### src/rtl/mem_pkg.sv
// Shared encodings for the memory access path: size codes, RAM direction, controller states.
package mem_pkg;

    localparam int unsigned DATA_W = 64;
    localparam int unsigned RAM_W  = 32;

    typedef enum logic [1:0] {
        SIZE_BYTE  = 2'd0,
        SIZE_HALF  = 2'd1,
        SIZE_WORD  = 2'd2,
        SIZE_DWORD = 2'd3
    } size_e;

    localparam logic RAM_READ  = 1'b1;
    localparam logic RAM_WRITE = 1'b0;

    typedef enum logic [1:0] {
        ST_IDLE    = 2'd0,
        ST_ACCESS  = 2'd1,
        ST_RECOVER = 2'd2,
        ST_RESP    = 2'd3
    } state_e;

    // Right-justify and zero-extend the read buffer for the requested size.
    function automatic logic [DATA_W-1:0] fmt_rdata(input size_e size, input logic [DATA_W-1:0] rbuf);
        case (size)
            SIZE_BYTE: return {56'd0, rbuf[7:0]};
            SIZE_HALF: return {48'd0, rbuf[15:0]};
            SIZE_WORD: return {32'd0, rbuf[31:0]};
            default:   return rbuf;
        endcase
    endfunction

endpackage

### src/rtl/mem_align_check.sv
// Size/address alignment check plus access byte count; shared with the fetch unit.
module mem_align_check
    import mem_pkg::*;
(
    input  logic [1:0] size,
    input  logic [2:0] addr_lo,
    output logic       misaligned,
    output logic [3:0] byte_count
);

    always_comb begin
        misaligned = 1'b0;
        byte_count = 4'd1;
        case (size_e'(size))
            SIZE_BYTE: begin
                misaligned = 1'b0;
                byte_count = 4'd1;
            end
            SIZE_HALF: begin
                misaligned = addr_lo[0];
                byte_count = 4'd2;
            end
            SIZE_WORD: begin
                misaligned = |addr_lo[1:0];
                byte_count = 4'd4;
            end
            default: begin
                misaligned = |addr_lo;
                byte_count = 4'd8;
            end
        endcase
    end

endmodule

### src/rtl/mem_access_ctrl.sv
// Request/response front-end for the byte-addressable data RAM; splits doublewords into two word beats.
module mem_access_ctrl
    import mem_pkg::*;
#(
    parameter int unsigned ADDR_W      = 9,
    parameter int unsigned MFC_TIMEOUT = 16
) (
    input  logic              clk,
    input  logic              reset_n,
    input  logic              req_valid,
    output logic              req_ready,
    input  logic              req_write,
    input  logic [1:0]        req_size,
    input  logic [ADDR_W-1:0] req_addr,
    input  logic [63:0]       req_wdata,
    output logic              rsp_valid,
    input  logic              rsp_ready,
    output logic [63:0]       rsp_rdata,
    output logic              rsp_error,
    output logic              ram_enable,
    output logic              ram_read_write,
    output logic [1:0]        ram_data_length,
    output logic [ADDR_W-1:0] ram_address,
    output logic [31:0]       ram_wdata,
    input  logic [31:0]       ram_rdata,
    input  logic              ram_mfc
);

    localparam int unsigned CNT_W = $clog2(MFC_TIMEOUT + 1);
    localparam logic [CNT_W-1:0] CNT_LAST = CNT_W'(MFC_TIMEOUT - 1);

    state_e              state;
    logic                wr_q;
    size_e               size_q;
    logic [ADDR_W-1:0]   addr_q;
    logic [31:0]         wdata_lo_q;
    logic                split_q;
    logic                beat_q;
    logic [CNT_W-1:0]    cnt_q;
    logic [DATA_W-1:0]   rbuf_q;

    logic                misaligned;
    logic [3:0]          byte_count;
    logic                split;

    mem_align_check u_align (
        .size       (req_size),
        .addr_lo    (req_addr[2:0]),
        .misaligned (misaligned),
        .byte_count (byte_count)
    );

    // Anything wider than one RAM word goes out as two word beats.
    assign split = (byte_count > 4'(RAM_W / 8));

    always_ff @(posedge clk) begin
        if (!reset_n) begin
            state           <= ST_IDLE;
            wr_q            <= 1'b0;
            size_q          <= SIZE_BYTE;
            addr_q          <= '0;
            wdata_lo_q      <= '0;
            split_q         <= 1'b0;
            beat_q          <= 1'b0;
            cnt_q           <= '0;
            rbuf_q          <= '0;
            req_ready       <= 1'b1;
            rsp_valid       <= 1'b0;
            rsp_rdata       <= '0;
            rsp_error       <= 1'b0;
            ram_enable      <= 1'b0;
            ram_read_write  <= 1'b0;
            ram_data_length <= 2'd0;
            ram_address     <= '0;
            ram_wdata       <= '0;
        end else begin
            case (state)
                ST_IDLE: begin
                    if (req_valid) begin
                        wr_q       <= req_write;
                        size_q     <= size_e'(req_size);
                        addr_q     <= req_addr;
                        wdata_lo_q <= req_wdata[31:0];
                        split_q    <= split;
                        beat_q     <= 1'b0;
                        cnt_q      <= '0;
                        rbuf_q     <= '0;
                        req_ready  <= 1'b0;
                        if (misaligned) begin
                            state     <= ST_RESP;
                            rsp_valid <= 1'b1;
                            rsp_error <= 1'b1;
                            rsp_rdata <= '0;
                        end else begin
                            state           <= ST_ACCESS;
                            ram_enable      <= 1'b1;
                            ram_read_write  <= req_write ? RAM_WRITE : RAM_READ;
                            ram_data_length <= split ? 2'(SIZE_WORD) : req_size;
                            ram_address     <= req_addr;
                            ram_wdata       <= split ? req_wdata[63:32] : req_wdata[31:0];
                        end
                    end
                end
                ST_ACCESS: begin
                    cnt_q <= cnt_q + CNT_W'(1);
                    if (ram_mfc) begin
                        if (split_q && !beat_q) begin
                            rbuf_q[63:32] <= ram_rdata;
                        end else begin
                            rbuf_q[31:0] <= ram_rdata;
                        end
                        ram_enable <= 1'b0;
                        state      <= ST_RECOVER;
                    end else if (cnt_q == CNT_LAST) begin
                        ram_enable <= 1'b0;
                        rsp_valid  <= 1'b1;
                        rsp_error  <= 1'b1;
                        rsp_rdata  <= '0;
                        state      <= ST_RESP;
                    end
                end
                ST_RECOVER: begin
                    // Wait for the RAM to drop mfc so every beat sees a fresh enable edge.
                    if (!ram_mfc) begin
                        if (split_q && !beat_q) begin
                            beat_q      <= 1'b1;
                            cnt_q       <= '0;
                            ram_enable  <= 1'b1;
                            ram_address <= addr_q + ADDR_W'(4);
                            ram_wdata   <= wdata_lo_q;
                            state       <= ST_ACCESS;
                        end else begin
                            rsp_valid <= 1'b1;
                            rsp_error <= 1'b0;
                            rsp_rdata <= wr_q ? '0 : fmt_rdata(size_q, rbuf_q);
                            state     <= ST_RESP;
                        end
                    end
                end
                ST_RESP: begin
                    if (rsp_ready) begin
                        rsp_valid <= 1'b0;
                        rsp_error <= 1'b0;
                        rsp_rdata <= '0;
                        req_ready <= 1'b1;
                        state     <= ST_IDLE;
                    end
                end
                default: state <= ST_IDLE;
            endcase
        end
    end

endmodule

### config.mk
export PLATFORM = sky130hd
export DESIGN_NAME = mem_access_ctrl
export DESIGN_NICKNAME = d
export VERILOG_FILES = /design/src/rtl/mem_pkg.sv /design/src/rtl/mem_align_check.sv /design/src/rtl/mem_access_ctrl.sv
export SDC_FILE = /design/constraint.sdc
export NUM_CORES = 1
export LEC_CHECK = 0
export ABC_AREA = 1
export BUFFER_PORTS_ARGS = -buffer_cell sky130_fd_sc_hd__buf_4
export CAP_MARGIN = 20
export CORE_MARGIN = 3
export CORE_UTILIZATION = 39
export CTS_BUF_LIST = sky130_fd_sc_hd__clkbuf_4
export CTS_CLUSTER_SIZE = 25
export DETAILED_ROUTE_END_ITERATION = 10
export MAX_ROUTING_LAYER = met4
export SLEW_MARGIN = 20
export SYNTH_ARGS = -nofsm -noshare
export SYNTH_HDL_FRONTEND = slang
export SYNTH_HIERARCHICAL = 1
export SYNTH_SLANG_ARGS = --single-unit
### constraint.sdc
create_clock -name clk -period 2.15 [get_ports clk]
set_input_delay 0.3225 -clock clk [delete_from_list [all_inputs] [get_ports clk]]
set_output_delay 0.3225 -clock clk [all_outputs]
set_load 0.1 [all_outputs]
; Word level (Yosys, flattened, before mapping)
; Index checks and enable logic that the tools add are counted.
[classes]
add_sub_neg = 2
n_lt_le_gt_ge = 1
eq_ne = 21
mux = 64
bitwise_logic = 1
reduce_logical = 22
[ops]
columns = operator, n
row1 = two-way mux 64 bit, 10
row2 = case mux 64 bit (4 select lines), 1
row3 = two-way mux 32 bit, 7
row4 = case mux 64 bit (3 select lines), 1
row5 = case mux 64 bit (2 select lines), 1
row6 = case mux 32 bit (2 select lines), 1
row7 = two-way mux 9 bit, 4
row8 = "inequality test 2 bit, second input constant", 12
row9 = AND reduction 4 bit, 5
row10 = two-way mux 1 bit, 18
row11 = case mux 9 bit (2 select lines), 1
row12 = two-way mux 2 bit, 8
row13 = two-way mux 5 bit, 3
row14 = case mux 5 bit (3 select lines), 1
row15 = case mux 4 bit (3 select lines), 1
row16 = "adder 9 x 3 -> 9 bit, second input constant", 1
row17 = "== test 2 bit, second input constant", 4
row18 = case mux 1 bit (4 select lines), 2
row19 = case mux 2 bit (4 select lines), 1
row20 = AND reduction 7 bit, 1
row21 = "== test 2 x 1 -> 1 bit, second input constant", 3
row22 = logical NOT 2 bit, 3
row23 = case mux 1 bit (3 select lines), 2
row24 = AND reduction 3 bit, 2
row25 = 15 further kinds, 18
[word_totals]
regBits = 229
out_inout_bits = 112

; Logic depth before layout (Yosys ltp)
[depth]
word_depth = 7
mapped_depth = 13
depth_no_buf = 11

; Modules after synthesis
; Netlist, hierarchy kept.
[modules_own_cells]
columns = mod, instances, cells_per_inst, area_each_um2
row1 = mem_access_ctrl, 1, 1531, 9960.8
row2 = mem_align_check, 1, 11, 46.3

; Least setup slack after synthesis
; Ideal clock, no wire load.
[synth_path]
kind = flip-flop to flip-flop
start = register cnt_q[0]
end = register rsp_rdata[10]
t_arrival_ns = 1.576
required_ns = 2.033
setup_slack_ns = 0.458
path_stages_with_launch = 14
path_cell_list = dfxtp_1 ha_1 nand2_1 nor2_1 ha_1 inv_1 o21ai_1 nand3_1 nor2_2 buf_6 buf_4 nand2_1 nand2_1 nor2_1
[synth_via]
elab_chain_len = 3
[synth_lines]
columns = element, line_no
row1 = from (decl), mem_access_ctrl.sv:39  ; logic [CNT_W-1:0] cnt_q;
row2 = from (signal assigned), mem_access_ctrl.sv:105  ; cnt_q <= cnt_q + CNT_W'(1);
row3 = == test 5 x 4 -> 1 bit, mem_access_ctrl.sv:114  ; end else if (cnt_q == CNT_LAST) begin
row4 = inequality test 2 bit (no line), n/a
row5 = AND reduction 7 bit (no line), n/a
row6 = to (signal assigned), mem_access_ctrl.sv:135  ; rsp_rdata <= wr_q ? '0 : fmt_rdata(size_q, rbuf_q);
row7 = to (decl), mem_access_ctrl.sv:18  ; output logic [63:0] rsp_rdata,
; No other way between the ends.
; A chain may end at the register's enable or synchronous reset.

; Worst setup path in the final report
[layout_path]
start = register state[1]
end = register rsp_rdata[51]
[layout_via]
elab_chain_len = 3
[layout_lines]
columns = element, line_no
row1 = from (decl), mem_access_ctrl.sv:32  ; state_e state;
row2 = from (signal assigned), mem_access_ctrl.sv:58  ; state <= ST_IDLE;
row3 = from (signal assigned), mem_access_ctrl.sv:90  ; state <= ST_RESP;
row4 = from (signal assigned), mem_access_ctrl.sv:95  ; state <= ST_ACCESS;
row5 = == test 2 x 1 -> 1 bit (tied with other cells), mem_access_ctrl.sv:77  ; case (state)
row6 = inequality test 2 bit (no line), n/a
row7 = AND reduction 7 bit (no line), n/a
; Several ways; a longest one is shown, not always the timed one.

==> qor.txt <==
status -> finished clean
RSZ-0062 raised after global routing -> no
Mapped Area -> 10,000 um^2
Post-Syn Area per Cell -> 6.49 um^2
Slew headroom -> 53.2%
TritonCTS clock tree -> done
Setup violations, final -> 0
Max Cap Viol -> 0
Clock Root Buffer -> clkbuf_4
initial antenna violation count -> 1
minimum clock period -> 1.92 ns
Synth Warn # -> 6
number of H-tree levels -> 2
Num CTS Buffers -> 61
cell row count -> 57
Routability Congestion -> 0.802
WP data required -> 2.74 ns
Unique masters post-synth -> 30
first-pass GRT wire length -> 48,900 um
Detailed Routing Iterations Pass 1 -> 4
Design Area, Final -> 13,800 um^2
Mapped Nets -> 1,658
share of cells above drive strength 1 -> 19.8%
Tcrit/Tclk final -> 89.4%
Layout area overhead -> 38.4%
die width -> 166 um
Critical Path End Type -> register
die height -> 166 um
launching point of the worst reg2reg path -> state[1]$_SDFFE_PN0P_
worst skew pair latency -> 0.68 ns
die area -> 27,600 um^2
hold endpoint -> ram_wdata[27]$_SDFFE_PN0P_
Sink Count -> 229
core box area -> 24,700 um^2
Buffers on Ports -> 224
initial core utilization -> 40.4%
final worst slack -> 0.228 ns
Reg2Reg Depth -> 9
f_max -> 520 MHz
DRT iter0 DRCs -> 554
Post-DP HPWL -> 18,600 um
final hold vios -> 0
DR WL/cell -> 13.2 um
Via Count -> 10,300
post-layout net count -> 1,984
hold wc startpoint -> req_wdata[59]
post-synthesis sequential area ratio -> 45.8%
Fillers -> 2,434
Avg Vias per Cell -> 4.60
arrival time at the worst endpoint -> 2.51 ns
R2R Setup Slk -> 0.23 ns
dpl ws -> 0.148 ns
CP Launch Type -> register
largest net degree at the start of global routing -> 73
max-slew violations -> 0
Worst Setup Path Type -> reg2reg
reg2reg end -> rsp_rdata[51]$_SDFFE_PN0P_
drc violations -> 0
clock skew -> 0.0295 ns
Total GRT Usage -> 21.4%
global route overflow -> 0
vias in the first global route -> 10,100
DP Area -> 12,000 um^2
CP Max Fanout -> 32
Worst-path clk slew -> 0.06 ns
Hold Crit Class -> in2reg
I/O pins -> 225
final wirelength -> 29,600 um
TNS Setup -> 0 ns
Worst Max-Slew Pin Slew -> 0.701 ns
Mapped Cells -> 1,542
deepest clock path buffer count -> 3
FF+latch count, synth -> 229
post-route ant nets -> 0
worst hold path depth -> 5
-- how the worst max path moves through the flow --
stage | from | endpoint | cells past startpoint
final | state[1]$_SDFFE_PN0P_ | rsp_rdata[51]$_SDFFE_PN0P_ | 9
after global routing | cnt_q[1]$_SDFFE_PN0P_ | rsp_rdata[46]$_SDFFE_PN0P_ | 13
after CTS | cnt_q[0]$_SDFFE_PN0P_ | rsp_rdata[51]$_SDFFE_PN0P_ | 12
after detailed placement | cnt_q[0]$_SDFFE_PN0P_ | rsp_rdata[51]$_SDFFE_PN0P_ | 12
after global placement | cnt_q[0]$_SDFFE_PN0P_ | rsp_rdata[51]$_SDFFE_PN0P_ | 12
after floorplan | cnt_q[0]$_SDFFE_PN0P_ | rsp_rdata[10]$_SDFFE_PN0P_ | 13
-- what timing repair did --
action,in CTS,in global routing
hold buffers,102,0
endpoints found under the hold margin,145,0
setup buffers,0,2
resized for setup,0,1
endpoints found under the setup margin,0,28
-- per-layer routing --
metal,wire length [um],GRT usage [%],vias up,share of wire (%)
met4,433,5.53,0,1.5
met2,13900,35.9,304,47
met3,1960,5.00,31,6.6
li1,-,-,5406,-
met1,13300,26.0,4546,45
met5,0,-,-,0
-- final cells by class --
cell class | count | area [um^2] | area share, %
clock buffers | 99 | 743 | 5.37
inverters | 101 | 379 | 2.74
clock inverters | 8 | 56.3 | 0.407
repair buffers | 353 | 3040 | 22.0
multi-input cells | 1122 | 4630 | 33.5
well taps | 324 | 405 | 2.93
diodes | 1 | 2.50 | 0.0181
flip-flops and latches | 229 | 4590 | 33.1
-- synthesized netlist by cell type (all sizes together) --
master	instances	area, um^2
a21oi	126	642
xor2	1	8.76
inv	99	372
or2	2	12.5
nor3	2	21.3
clkbuf	44	165
o22ai	1	6.26
o31ai	1	7.51
clkinv	2	7.51
nand2	582	2200
o21ai	54	270
o211ai	1	7.51
nand3	23	115
dfxtp	229	4580
o21bai	2	15.0
a31oi	2	12.5
nor2	320	1230
ha	3	37.5
buf	46	279
nand4	2	12.5
-- critical path, stage by stage, from the launching register on --
cell     delay (ns)
dfxtp_1        0.51
nand2_2        0.25
nor2_4         0.27
inv_2          0.11
nor3_4         0.16
buf_12         0.23
nand2_1        0.07
nand2_1        0.06
nand2_1        0.06
nor2_1         0.10
-- flip-flops by register name, summed over array words and instances (netlist names), 5 cells and up --
name / count
rbuf_q: 64
rsp_rdata: 64
ram_wdata: 32
wdata_lo_q: 32
addr_q: 9
ram_address: 9
cnt_q: 5
-- through the flow --
| stage | hold WS [ns] | utilization, % | cells |
|---|---|---|---|
| 2_1_floorplan | 0.413 | - | 1542 |
| 3_3_place_gp | 0.435 | 48.5 | 2025 |
| 3_5_place_dp | 0.442 | 48.5 | 2025 |
| 4_1_cts | 0.000418 | 55.9 | 2234 |
| 5_1_grt | 0.0223 | 56.0 | 2237 |
| 6_report | 0.0662 | 56.0 | 2237 |
-- logic make-up after synthesis --
group	after synthesis	synth area share (%)
fa+ha+maj	3	0.375
buf+inv	191	8.23
simple gates	931	35.9
compound gates	187	9.60
flops	229	45.8
xor+xnor	1	0.0875
-- layout by cell type, fill, tap and decap left out, types with 2 or more instances in the layout --
cell type,Yosys,layout
or2_2,2,2
nand2_2,6,6
nor2_1,314,312
nand4_1,2,2
nor2_2,3,2
nand2_1,576,576
inv_2,6,7
buf_12,0,11
nor2_4,3,6
nand3_1,23,23
ha_1,3,3
clkbuf_4,0,99
dfxtp_1,229,228
o21ai_0,41,41
o21bai_1,2,2
a31oi_1,2,2
a21oi_1,123,123
buf_4,12,240
a21oi_4,0,2
inv_1,93,92
o21ai_1,13,13
dlygate4sd3_1,0,102
clkinv_1,2,9
Power is not shown: default switching activity piles up to over one toggle a cycle in this logic, so the estimate is an artifact.
